`src/rtl/com_loop_addr_gen.sv`:
```
// rtl/com_loop_addr_gen.sv - three-level (x, y, c) loop address generator with valid/ready output
module com_loop_addr_gen #(
    parameter logic POLARITY = 1'b1,
    parameter int   ADDR_W   = 16,
    parameter int   CNT_W    = 10
) (
    input  logic              clk,
    input  logic              rst,
    input  logic              running,
    input  logic [CNT_W-1:0]  cfg_len_x,
    input  logic [CNT_W-1:0]  cfg_len_y,
    input  logic [CNT_W-1:0]  cfg_len_c,
    input  logic [ADDR_W-1:0] cfg_base,
    input  logic [ADDR_W-1:0] cfg_stride_y,
    input  logic [ADDR_W-1:0] cfg_stride_c,
    output logic              addr_valid,
    input  logic              addr_ready,
    output logic [ADDR_W-1:0] addr,
    output logic              addr_last,
    output logic              done_signal
);

    typedef enum logic [1:0] {
        IDLE = 2'd0,
        GEN  = 2'd1,
        DONE = 2'd2,
        WAIT = 2'd3
    } state_t;

    state_t            state;
    logic [CNT_W-1:0]  len_x, len_y, len_c;
    logic [ADDR_W-1:0] stride_y, stride_c;
    logic [CNT_W-1:0]  x, y, c;
    logic [ADDR_W-1:0] row_ptr, ch_ptr;

    logic              act;
    logic              xfer;
    logic              x_wrap, y_wrap;
    logic [CNT_W-1:0]  nx, ny, nc;
    logic [ADDR_W-1:0] nrow, nch;
    logic              nlast;
    logic              cfg_zero;
    logic              cfg_single;

    assign act  = (running == POLARITY);
    assign xfer = addr_valid & addr_ready;

    // Next loop position, used on every accepted beat so the registered addr
    // already points at the following beat when it becomes visible.
    always_comb begin
        x_wrap = (x == len_x - CNT_W'(1));
        y_wrap = (y == len_y - CNT_W'(1));
        nx     = x_wrap ? '0 : x + CNT_W'(1);
        ny     = y;
        nc     = c;
        nrow   = row_ptr;
        nch    = ch_ptr;
        if (x_wrap) begin
            if (y_wrap) begin
                ny   = '0;
                nc   = c + CNT_W'(1);
                nch  = ch_ptr + stride_c;
                nrow = ch_ptr + stride_c;
            end else begin
                ny   = y + CNT_W'(1);
                nrow = row_ptr + stride_y;
            end
        end
        nlast = (nx == len_x - CNT_W'(1)) && (ny == len_y - CNT_W'(1)) &&
                (nc == len_c - CNT_W'(1));
    end

    assign cfg_zero   = (cfg_len_x == '0) || (cfg_len_y == '0) || (cfg_len_c == '0);
    assign cfg_single = (cfg_len_x == CNT_W'(1)) && (cfg_len_y == CNT_W'(1)) &&
                        (cfg_len_c == CNT_W'(1));

    always_ff @(posedge clk) begin
        if (rst) begin
            state       <= IDLE;
            addr_valid  <= 1'b0;
            addr_last   <= 1'b0;
            addr        <= '0;
            done_signal <= 1'b0;
            len_x       <= '0;
            len_y       <= '0;
            len_c       <= '0;
            stride_y    <= '0;
            stride_c    <= '0;
            x           <= '0;
            y           <= '0;
            c           <= '0;
            row_ptr     <= '0;
            ch_ptr      <= '0;
        end else begin
            case (state)
                IDLE: begin
                    done_signal <= 1'b0;
                    if (act) begin
                        len_x    <= cfg_len_x;
                        len_y    <= cfg_len_y;
                        len_c    <= cfg_len_c;
                        stride_y <= cfg_stride_y;
                        stride_c <= cfg_stride_c;
                        x        <= '0;
                        y        <= '0;
                        c        <= '0;
                        row_ptr  <= cfg_base;
                        ch_ptr   <= cfg_base;
                        if (cfg_zero) begin
                            state       <= DONE;
                            done_signal <= 1'b1;
                        end else begin
                            state      <= GEN;
                            addr_valid <= 1'b1;
                            addr       <= cfg_base;
                            addr_last  <= cfg_single;
                        end
                    end
                end
                GEN: begin
                    // Abort wins over a coincident transfer: no done for a dropped task.
                    if (!act) begin
                        state      <= IDLE;
                        addr_valid <= 1'b0;
                        addr_last  <= 1'b0;
                    end else if (xfer) begin
                        if (addr_last) begin
                            state       <= DONE;
                            addr_valid  <= 1'b0;
                            addr_last   <= 1'b0;
                            done_signal <= 1'b1;
                        end else begin
                            x         <= nx;
                            y         <= ny;
                            c         <= nc;
                            row_ptr   <= nrow;
                            ch_ptr    <= nch;
                            addr      <= nrow + ADDR_W'(nx);
                            addr_last <= nlast;
                        end
                    end
                end
                DONE: begin
                    done_signal <= 1'b0;
                    state       <= WAIT;
                end
                WAIT: begin
                    done_signal <= 1'b0;
                    if (!act) begin
                        state <= IDLE;
                    end
                end
                default: state <= IDLE;
            endcase
        end
    end

endmodule

```
`config.mk`:
```
export PLATFORM = sky130hd
export DESIGN_NAME = com_loop_addr_gen
export DESIGN_NICKNAME = d
export VERILOG_FILES = /design/src/rtl/com_loop_addr_gen.sv
export SDC_FILE = /design/constraint.sdc
export NUM_CORES = 1
export LEC_CHECK = 0
export ABC_CLOCK_PERIOD_IN_PS = 7790
export CORE_ASPECT_RATIO = 0.8
export CORE_MARGIN = 2
export CORE_UTILIZATION = 59
export CTS_CLUSTER_DIAMETER = 30
export DETAILED_ROUTE_END_ITERATION = 10
export GPL_TIMING_DRIVEN = 0
export PLACE_DENSITY = 0.82
export SLEW_MARGIN = 5
export SYNTH_ARGS = -nofsm -noshare
export SYNTH_HDL_FRONTEND = slang
export SYNTH_SLANG_ARGS = --single-unit
```
`constraint.sdc`:
```
create_clock -name clk -period 7.79 [get_ports clk]
set_input_delay 1.558 -clock clk [delete_from_list [all_inputs] [get_ports clk]]
set_output_delay 1.558 -clock clk [all_outputs]
set_load 0.01 [all_outputs]
```
==> run_summary.xml, run 1 <==
<?xml version="1.0" encoding="UTF-8"?>
<metrics>
  <group name="status">
    <metric name="run_status" unit="">finished, final reports clean</metric>
  </group>
  <group name="grt">
    <metric name="grt_max_degree" unit="">17</metric>
    <metric name="global_route_wire_length_before_repair" unit="µm">55900</metric>
    <metric name="antenna_found_initial" unit="">0</metric>
    <metric name="via_count_of_the_first_global_routing_pass" unit="">10200</metric>
    <metric name="globalRoute.totalOverflow" unit="">0</metric>
    <metric name="globalRouteTotalUtil" unit="%">39.8</metric>
  </group>
  <group name="routing">
    <metric name="drt_wl_total" unit="µm">36600</metric>
    <metric name="drt-pass1-iter-count" unit="">8</metric>
    <metric name="wire_per_inst" unit="µm">20.9</metric>
    <metric name="met3RoutedLength" unit="µm">5230</metric>
    <metric name="highest-signal-layer" unit="">met5</metric>
    <metric name="routed-via-count" unit="">11300</metric>
    <metric name="drt-met1-wl" unit="µm">15400</metric>
    <metric name="dr.first_iter.drc_count" unit="">1276</metric>
    <metric name="route.detailed.vias_per_inst" unit="">6.46</metric>
    <metric name="met2_wirelength" unit="µm">14800</metric>
    <metric name="drcViolationCount" unit="">0</metric>
    <metric name="antenna_left" unit="">0</metric>
  </group>
  <group name="synthesis">
    <metric name="synth.top_cells.by_count" unit="">242 x nand2_1, 162 x a21oi_1, 145 x dfxtp_1</metric>
    <metric name="yosysUniqueCellTypes" unit="">87</metric>
    <metric name="synthDominantCellAreaShare" unit="%">28.2</metric>
    <metric name="synthesis.area_per_instance" unit="µm²">7.37</metric>
    <metric name="ys_top_cells_by_area" unit="">dfxtp_1 28%, nand2_1 8.8%, a21oi_1 7.9%, xnor2_1 5.9%, ha_1 5.6%</metric>
    <metric name="ys_async_sr_fraction" unit="%">0</metric>
    <metric name="netlist.top_cell.by_area" unit="">dfxtp_1</metric>
    <metric name="mappedNetlistNets" unit="">1530</metric>
    <metric name="synth_enable_flop_cells" unit="">0</metric>
    <metric name="yosys_register_bits" unit="">145</metric>
    <metric name="dominantRegCellSynth" unit="">dfxtp_1</metric>
    <metric name="syn_area" unit="mm²">0.0103</metric>
    <metric name="synth_warnings" unit="">0</metric>
    <metric name="yosys.cell_count.top_type" unit="">nand2_1</metric>
    <metric name="yosysSeqAreaShare" unit="%">28.2</metric>
    <metric name="post_synth_inst_count" unit="">1399</metric>
  </group>
  <group name="cells_and_area">
    <metric name="nets" unit="">1649</metric>
    <metric name="antenna_cells" unit="">0</metric>
    <metric name="post-route-util" unit="%">70.5</metric>
    <metric name="drive_gt1_share" unit="%">4.51</metric>
    <metric name="layout-area-overhead-vs-synth" unit="%">17.8</metric>
    <metric name="number_of_fillers_in_the_final_layout" unit="">1481</metric>
  </group>
  <group name="worst_setup_path">
    <metric name="worst-path-max-fanout" unit="">10</metric>
    <metric name="crit_path_end_kind" unit="">flop</metric>
    <metric name="critical_path_required" unit="ps">8110</metric>
    <metric name="path_class" unit="">reg2reg</metric>
    <metric name="critPathLaunchType" unit="">flop</metric>
    <metric name="timing.critical_path.arrival" unit="ps">7500</metric>
  </group>
  <group name="pwr">
    <metric name="p_leak" unit="nW">4.53</metric>
    <metric name="ir_drop_worst_case_vdd" unit="µV">134</metric>
    <metric name="powerDensity" unit="mW/mm²">185</metric>
  </group>
  <group name="die">
    <metric name="floorplan.initialDensity" unit="%">59.9</metric>
    <metric name="core_outline_area" unit="mm²">0.0172</metric>
    <metric name="dieWidth" unit="µm">152</metric>
    <metric name="ioPinCount" unit="">101</metric>
    <metric name="die_h" unit="µm">122</metric>
    <metric name="dieArea" unit="mm²">0.0185</metric>
    <metric name="placement_rows" unit="">43</metric>
  </group>
  <group name="placed_design">
    <metric name="gp_routability_congestion" unit="">1.06</metric>
    <metric name="dp_hpwl" unit="µm">27700</metric>
    <metric name="place.port_buffers" unit="">100</metric>
  </group>
  <group name="timing">
    <metric name="grt_setup_unrepaired" unit="">no</metric>
    <metric name="fmax" unit="MHz">139</metric>
    <metric name="setup_viol" unit="">0</metric>
    <metric name="post-route-min-period" unit="ps">7180</metric>
    <metric name="hold_violations" unit="">0</metric>
    <metric name="worst_clock_skew" unit="ps">8.17</metric>
    <metric name="max_slew.worst_pin.slew" unit="ps">1210</metric>
    <metric name="layout_worst_path_cycle_share" unit="%">92.1</metric>
    <metric name="maxSlewHeadroom" unit="%">18.9</metric>
    <metric name="totalNegativeSetupSlack" unit="ps">0</metric>
    <metric name="report.final.slew_viol_count" unit="">0</metric>
  </group>
  <group name="clocking">
    <metric name="cts_tree" unit="">built</metric>
    <metric name="worst_skew_pair.late_latency" unit="ps">440</metric>
    <metric name="cts-root-buf" unit="">clkbuf_16</metric>
    <metric name="cts_hold_repair.buffers" unit="">0</metric>
    <metric name="post-cts-setup-buffers" unit="">0</metric>
    <metric name="tritoncts_buffer_count" unit="">17</metric>
    <metric name="cts_max_level" unit="">4</metric>
    <metric name="cts-resized-gates" unit="">0</metric>
    <metric name="cts-root-to-sink-buffers" unit="">2</metric>
    <metric name="worst_setup_hold_path_clk_slew" unit="ps">60</metric>
    <metric name="cts.sinks" unit="">145</metric>
  </group>
  <group name="flow_run">
    <metric name="cap_violations" unit="">0</metric>
  </group>
  <group name="min_path">
    <metric name="hp-class" unit="">reg2reg</metric>
  </group>
</metrics>
## state kept, by name, indices dropped and copies added (netlist names)
signal	flops
addr	16
addr_last	1
addr_valid	1
c	10
ch_ptr	16
done_signal	1
len_c	10
len_x	10
len_y	10
row_ptr	16
state	2
stride_c	16
stride_y	16
x	10
y	10
## per-layer routing
metal	vias up	global-route usage, %
met2	727	56.5
met4	2	13.4
li1	5239	-
met1	5254	55.1
met5	-	1.39
met3	109	15.5
## per-stage QoR
step	setup WS, ps	area (µm²)	power [mW]	cells	hold WS [ps]
2_1_floorplan	2140	10300	1.23	1399	436
4_1_cts	975	12100	2.21	1755	462
3_5_place_dp	1040	11600	1.44	1724	454
6_report	612	12100	2.24	1755	462
5_1_grt	385	12100	2.32	1755	488
3_3_place_gp	1160	11600	1.43	1724	447
## cells in the final DEF (no fill, tap or decap), types with 7 or more instances in the layout
cell type,instances
nand3_1,21
xor2_1,34
dfxtp_1,145
and2_1,15
a21oi_1,162
a311oi_1,16
buf_2,8
clkbuf_16,17
a21o_1,14
a31oi_1,7
o21ai_0,59
or3_1,13
nor3_1,46
mux2i_1,8
nor2_1,133
nand4_1,15
nor4_1,18
inv_1,29
nand2b_1,11
nor2b_1,7
nand2_1,242
clkbuf_1,73
o211ai_1,14
a211oi_1,23
o21a_1,8
xnor2_1,69
or4_1,10
ha_1,46
and3_1,7
o21ai_1,17
clkdlybuf4s50_1,100
## worst max-delay path: stages (launching register included)
cell      delay, ps
dfxtp_1         310
clkbuf_1        270
inv_1           170
ha_1            310
nor3b_1         180
and4_1          220
nor3_1          850
and3b_1         330
nand2_1         350
clkbuf_1        590
clkbuf_1        530
and2_1          280
ha_1            240
a21o_1          170
a21oi_1         250
o21ai_0         190
o41ai_1         630
o21ai_0         290
o21ai_1         290
or3_4           200
nor4_1           60
a311o_1         350
## worst paths after layout
path                             startpoint          end  slack [ps]  depth (start not counted)
worst max-delay path               len_x[0]     addr[15]         610                         21
worst max register to register     len_x[0]     addr[15]         610                         21
worst min register to register  stride_y[2]  stride_y[2]         460                          2
worst min-delay path            stride_y[2]  stride_y[2]         460                          2
## power by group
group	switching [mW]	total (mW)	internal, mW	leakage [nW]
registers	0.0399	0.828	0.789	1.19
clock network	0.351	0.789	0.438	0.247
logic	0.380	0.625	0.245	3.10
total	0.771	2.24	1.47	4.53
## cells by family after synthesis
group / Yosys count / synth area share, %
AOI/OAI and AO/OA: 390 / 23.7
DFF: 145 / 28.2
muxes: 10 / 0.996
xor gates and xnor gates: 108 / 9.80
buffers and inverters: 114 / 4.36
and+or+nand+nor: 583 / 26.8
adders and majority gates: 49 / 6.17
## layout make-up
cell class | instances | area [µm²] | share of cell area, %
Multi-Input combinational cell | 1140 | 6950 | 57.3
Sequential cell | 145 | 2900 | 23.9
Timing Repair Buffer | 100 | 1000 | 8.25
Clock buffer | 19 | 433 | 3.57
Buffer | 85 | 340 | 2.80
Tap cell | 225 | 282 | 2.32
Clock inverter | 12 | 115 | 0.948
Inverter | 29 | 109 | 0.897
Power figures use the tool's default switching activity.
==> run 2: changes to the inputs <==
--- a/config.mk
+++ b/config.mk
@@ -7,7 +7,7 @@
 export LEC_CHECK = 0
 export ABC_CLOCK_PERIOD_IN_PS = 7790
 export CORE_ASPECT_RATIO = 0.8
-export CORE_MARGIN = 2
+export CORE_MARGIN = 5
 export CORE_UTILIZATION = 59
 export CTS_CLUSTER_DIAMETER = 30
 export DETAILED_ROUTE_END_ITERATION = 10
==> run 2 against run 1 <==
- first-iteration DRC count rose by 10%
- clock power rose by 16%
- wire length rose by 1.4%
- worst setup slack improved by 140 ps
- largest power group is now clock
==> run_summary.xml, run 2 (synthesized netlist as in run 1, its figures left out) <==
<?xml version="1.0" encoding="UTF-8"?>
<metrics>
  <group name="routing">
    <metric name="route.detailed.vias_per_inst" unit="">6.35</metric>
    <metric name="drcViolationCount" unit="">0</metric>
    <metric name="routed-via-count" unit="">11200</metric>
    <metric name="antenna_left" unit="">0</metric>
    <metric name="drt-pass1-iter-count" unit="">6</metric>
    <metric name="drt_wl_total" unit="µm">37100</metric>
    <metric name="wire_per_inst" unit="µm">21.2</metric>
    <metric name="dr.first_iter.drc_count" unit="">1407</metric>
  </group>
  <group name="cells_and_area">
    <metric name="layout-area-overhead-vs-synth" unit="%">18.6</metric>
    <metric name="post-route-util" unit="%">70.8</metric>
    <metric name="stdcell_count" unit="">1755</metric>
    <metric name="drive_gt1_share" unit="%">4.58</metric>
    <metric name="antenna_cells" unit="">0</metric>
    <metric name="layout_commonest_cell" unit="">nand2_1</metric>
    <metric name="mostFrequentLayoutCells" unit="">242 x nand2_1, 162 x a21oi_1, 145 x dfxtp_1</metric>
    <metric name="nets" unit="">1649</metric>
  </group>
  <group name="flow_run">
    <metric name="cap_violations" unit="">0</metric>
  </group>
  <group name="worst_setup_path">
    <metric name="path_class" unit="">reg2reg</metric>
    <metric name="delay_of_the_slowest_cell_on_the_worst_path" unit="ps">690</metric>
    <metric name="rr_worst_depth" unit="">21</metric>
    <metric name="critPathLaunchType" unit="">flop</metric>
    <metric name="cp_common_cell" unit="">clkbuf_1</metric>
    <metric name="critical_path_required" unit="ps">8100</metric>
    <metric name="timing.critical_path.arrival" unit="ps">7350</metric>
    <metric name="worstReg2RegEnd" unit="">addr[15]</metric>
    <metric name="worst_setup_path_startpoint" unit="">len_x[0]</metric>
    <metric name="worst_r2r_startpoint" unit="">len_x[0]</metric>
    <metric name="worst-path-max-fanout" unit="">10</metric>
    <metric name="crit_path_end_kind" unit="">flop</metric>
    <metric name="crit_chain" unit="">clkbuf_1 -&gt; inv_1 -&gt; ha_1 -&gt; nor3b_1 -&gt; and4_1 -&gt; nor3_1 -&gt; and3b_1 -&gt; nand2_1 -&gt; clkbuf_1 -&gt; clkbuf_1 -&gt; and2_1 -&gt; ha_1 -&gt; a21o_1 -&gt; a21oi_1 -&gt; o21ai_0 -&gt; o41ai_1 -&gt; o21ai_0 -&gt; o21ai_1 -&gt; or3_4 -&gt; nor4_1 -&gt; a311o_1</metric>
    <metric name="worst_path_max_delay_cell" unit="">nor3_1</metric>
    <metric name="rrSetupSlack" unit="ps">750</metric>
  </group>
  <group name="pwr">
    <metric name="powerDensity" unit="mW/mm²">194</metric>
    <metric name="p_leak" unit="nW">4.59</metric>
    <metric name="report.power.total" unit="mW">2.37</metric>
    <metric name="ir_drop_worst_case_vdd" unit="µV">132</metric>
  </group>
  <group name="timing">
    <metric name="fin_ws" unit="ps">753</metric>
    <metric name="layout_worst_path_cycle_share" unit="%">90.3</metric>
    <metric name="post-route-min-period" unit="ps">7040</metric>
    <metric name="report.final.slew_viol_count" unit="">0</metric>
    <metric name="maxSlewHeadroom" unit="%">21.0</metric>
    <metric name="grt_setup_unrepaired" unit="">no</metric>
    <metric name="totalNegativeSetupSlack" unit="ps">0</metric>
    <metric name="fmax" unit="MHz">142</metric>
    <metric name="worst_clock_skew" unit="ps">10.2</metric>
    <metric name="setup_viol" unit="">0</metric>
    <metric name="hold_violations" unit="">0</metric>
    <metric name="max_slew.worst_pin.slew" unit="ps">1180</metric>
  </group>
  <group name="min_path">
    <metric name="timing.hold.worst_path_depth" unit="">2</metric>
    <metric name="min-delay-start" unit="">stride_c[4]</metric>
    <metric name="whs_endpoint" unit="">stride_c[4]</metric>
    <metric name="hp-class" unit="">reg2reg</metric>
  </group>
  <group name="placed_design">
    <metric name="worst_setup_timing_slack_at_the_placement_stage" unit="ps">1140</metric>
    <metric name="placedCellCount" unit="">1724</metric>
    <metric name="dp_hpwl" unit="µm">28300</metric>
    <metric name="place.port_buffers" unit="">100</metric>
    <metric name="gp_routability_congestion" unit="">1.03</metric>
  </group>
  <group name="die">
    <metric name="dieArea" unit="mm²">0.0202</metric>
    <metric name="core_outline_area" unit="mm²">0.0173</metric>
    <metric name="die_h" unit="µm">128</metric>
    <metric name="ioPinCount" unit="">101</metric>
    <metric name="dieWidth" unit="µm">158</metric>
    <metric name="floorplan.initialDensity" unit="%">59.7</metric>
    <metric name="placement_rows" unit="">43</metric>
  </group>
  <group name="clocking">
    <metric name="cts-root-to-sink-buffers" unit="">2</metric>
    <metric name="worst_setup_hold_path_clk_slew" unit="ps">70</metric>
    <metric name="post-cts-setup-buffers" unit="">0</metric>
    <metric name="cts_hold_repair.buffers" unit="">0</metric>
    <metric name="tritoncts_buffer_count" unit="">17</metric>
    <metric name="worst_skew_pair.late_latency" unit="ps">430</metric>
    <metric name="cts.sinks" unit="">145</metric>
    <metric name="cts-resized-gates" unit="">0</metric>
    <metric name="cts-root-buf" unit="">clkbuf_16</metric>
    <metric name="cts_tree" unit="">built</metric>
    <metric name="cts_max_level" unit="">4</metric>
  </group>
  <group name="grt">
    <metric name="via_count_of_the_first_global_routing_pass" unit="">10300</metric>
    <metric name="antenna_found_initial" unit="">0</metric>
    <metric name="global_route_wire_length_before_repair" unit="µm">56400</metric>
    <metric name="globalRouteTotalUtil" unit="%">36.0</metric>
    <metric name="grt_max_degree" unit="">17</metric>
    <metric name="globalRoute.totalOverflow" unit="">0</metric>
  </group>
  <group name="status">
    <metric name="run_status" unit="">finished, final reports clean</metric>
  </group>
</metrics>
## run 2: layout make-up
class | instances | area (µm²)
multi-input combinational | 1140 | 6950
fill | 1520 | 5040
clock inverter | 13 | 209
timing repair buffer | 100 | 1000
clock buffer | 18 | 429
inverter | 29 | 109
sequential | 145 | 2900
tap | 225 | 282
buffer | 85 | 340
## run 2: how the worst max path moves through the flow
stage,endpoint,cells past startpoint
2_1_floorplan,addr[15],22
3_3_place_gp,addr[15],21
3_5_place_dp,addr[14],25
4_1_cts,addr[14],25
5_1_grt,addr[15],21
6_report,addr[15],21
## run 2: metrics by stage
step / hold slack, ps / cell area (µm²)
6_report: 463 / 12200
5_1_grt: 481 / 12200
4_1_cts: 464 / 12200
3_5_place_dp: 454 / 11600
3_3_place_gp: 450 / 11600
2_1_floorplan: 436 / 10300
## run 2: per-layer routing
layer | vias to the layer above | share of wire [%] | track usage [%]
li1 | 5248 | - | -
met1 | 5127 | 41 | 49.3
met2 | 680 | 40 | 50.4
met3 | 96 | 15 | 15.9
met4 | 0 | 3.1 | 11.8
met5 | - | 0 | 0
## run 2: critical path, delay by kind of cell (launching register included)
family          cells  cell delay [ps]
compound gates      7             2150
fa+ha+maj           2              560
buf+inv             4             1590
flops               1              310
simple gates        8             2300
## run 2: where the power goes
group | switching [mW] | internal, mW
clock network | 0.351 | 0.568
registers | 0.0397 | 0.788
logic | 0.377 | 0.245
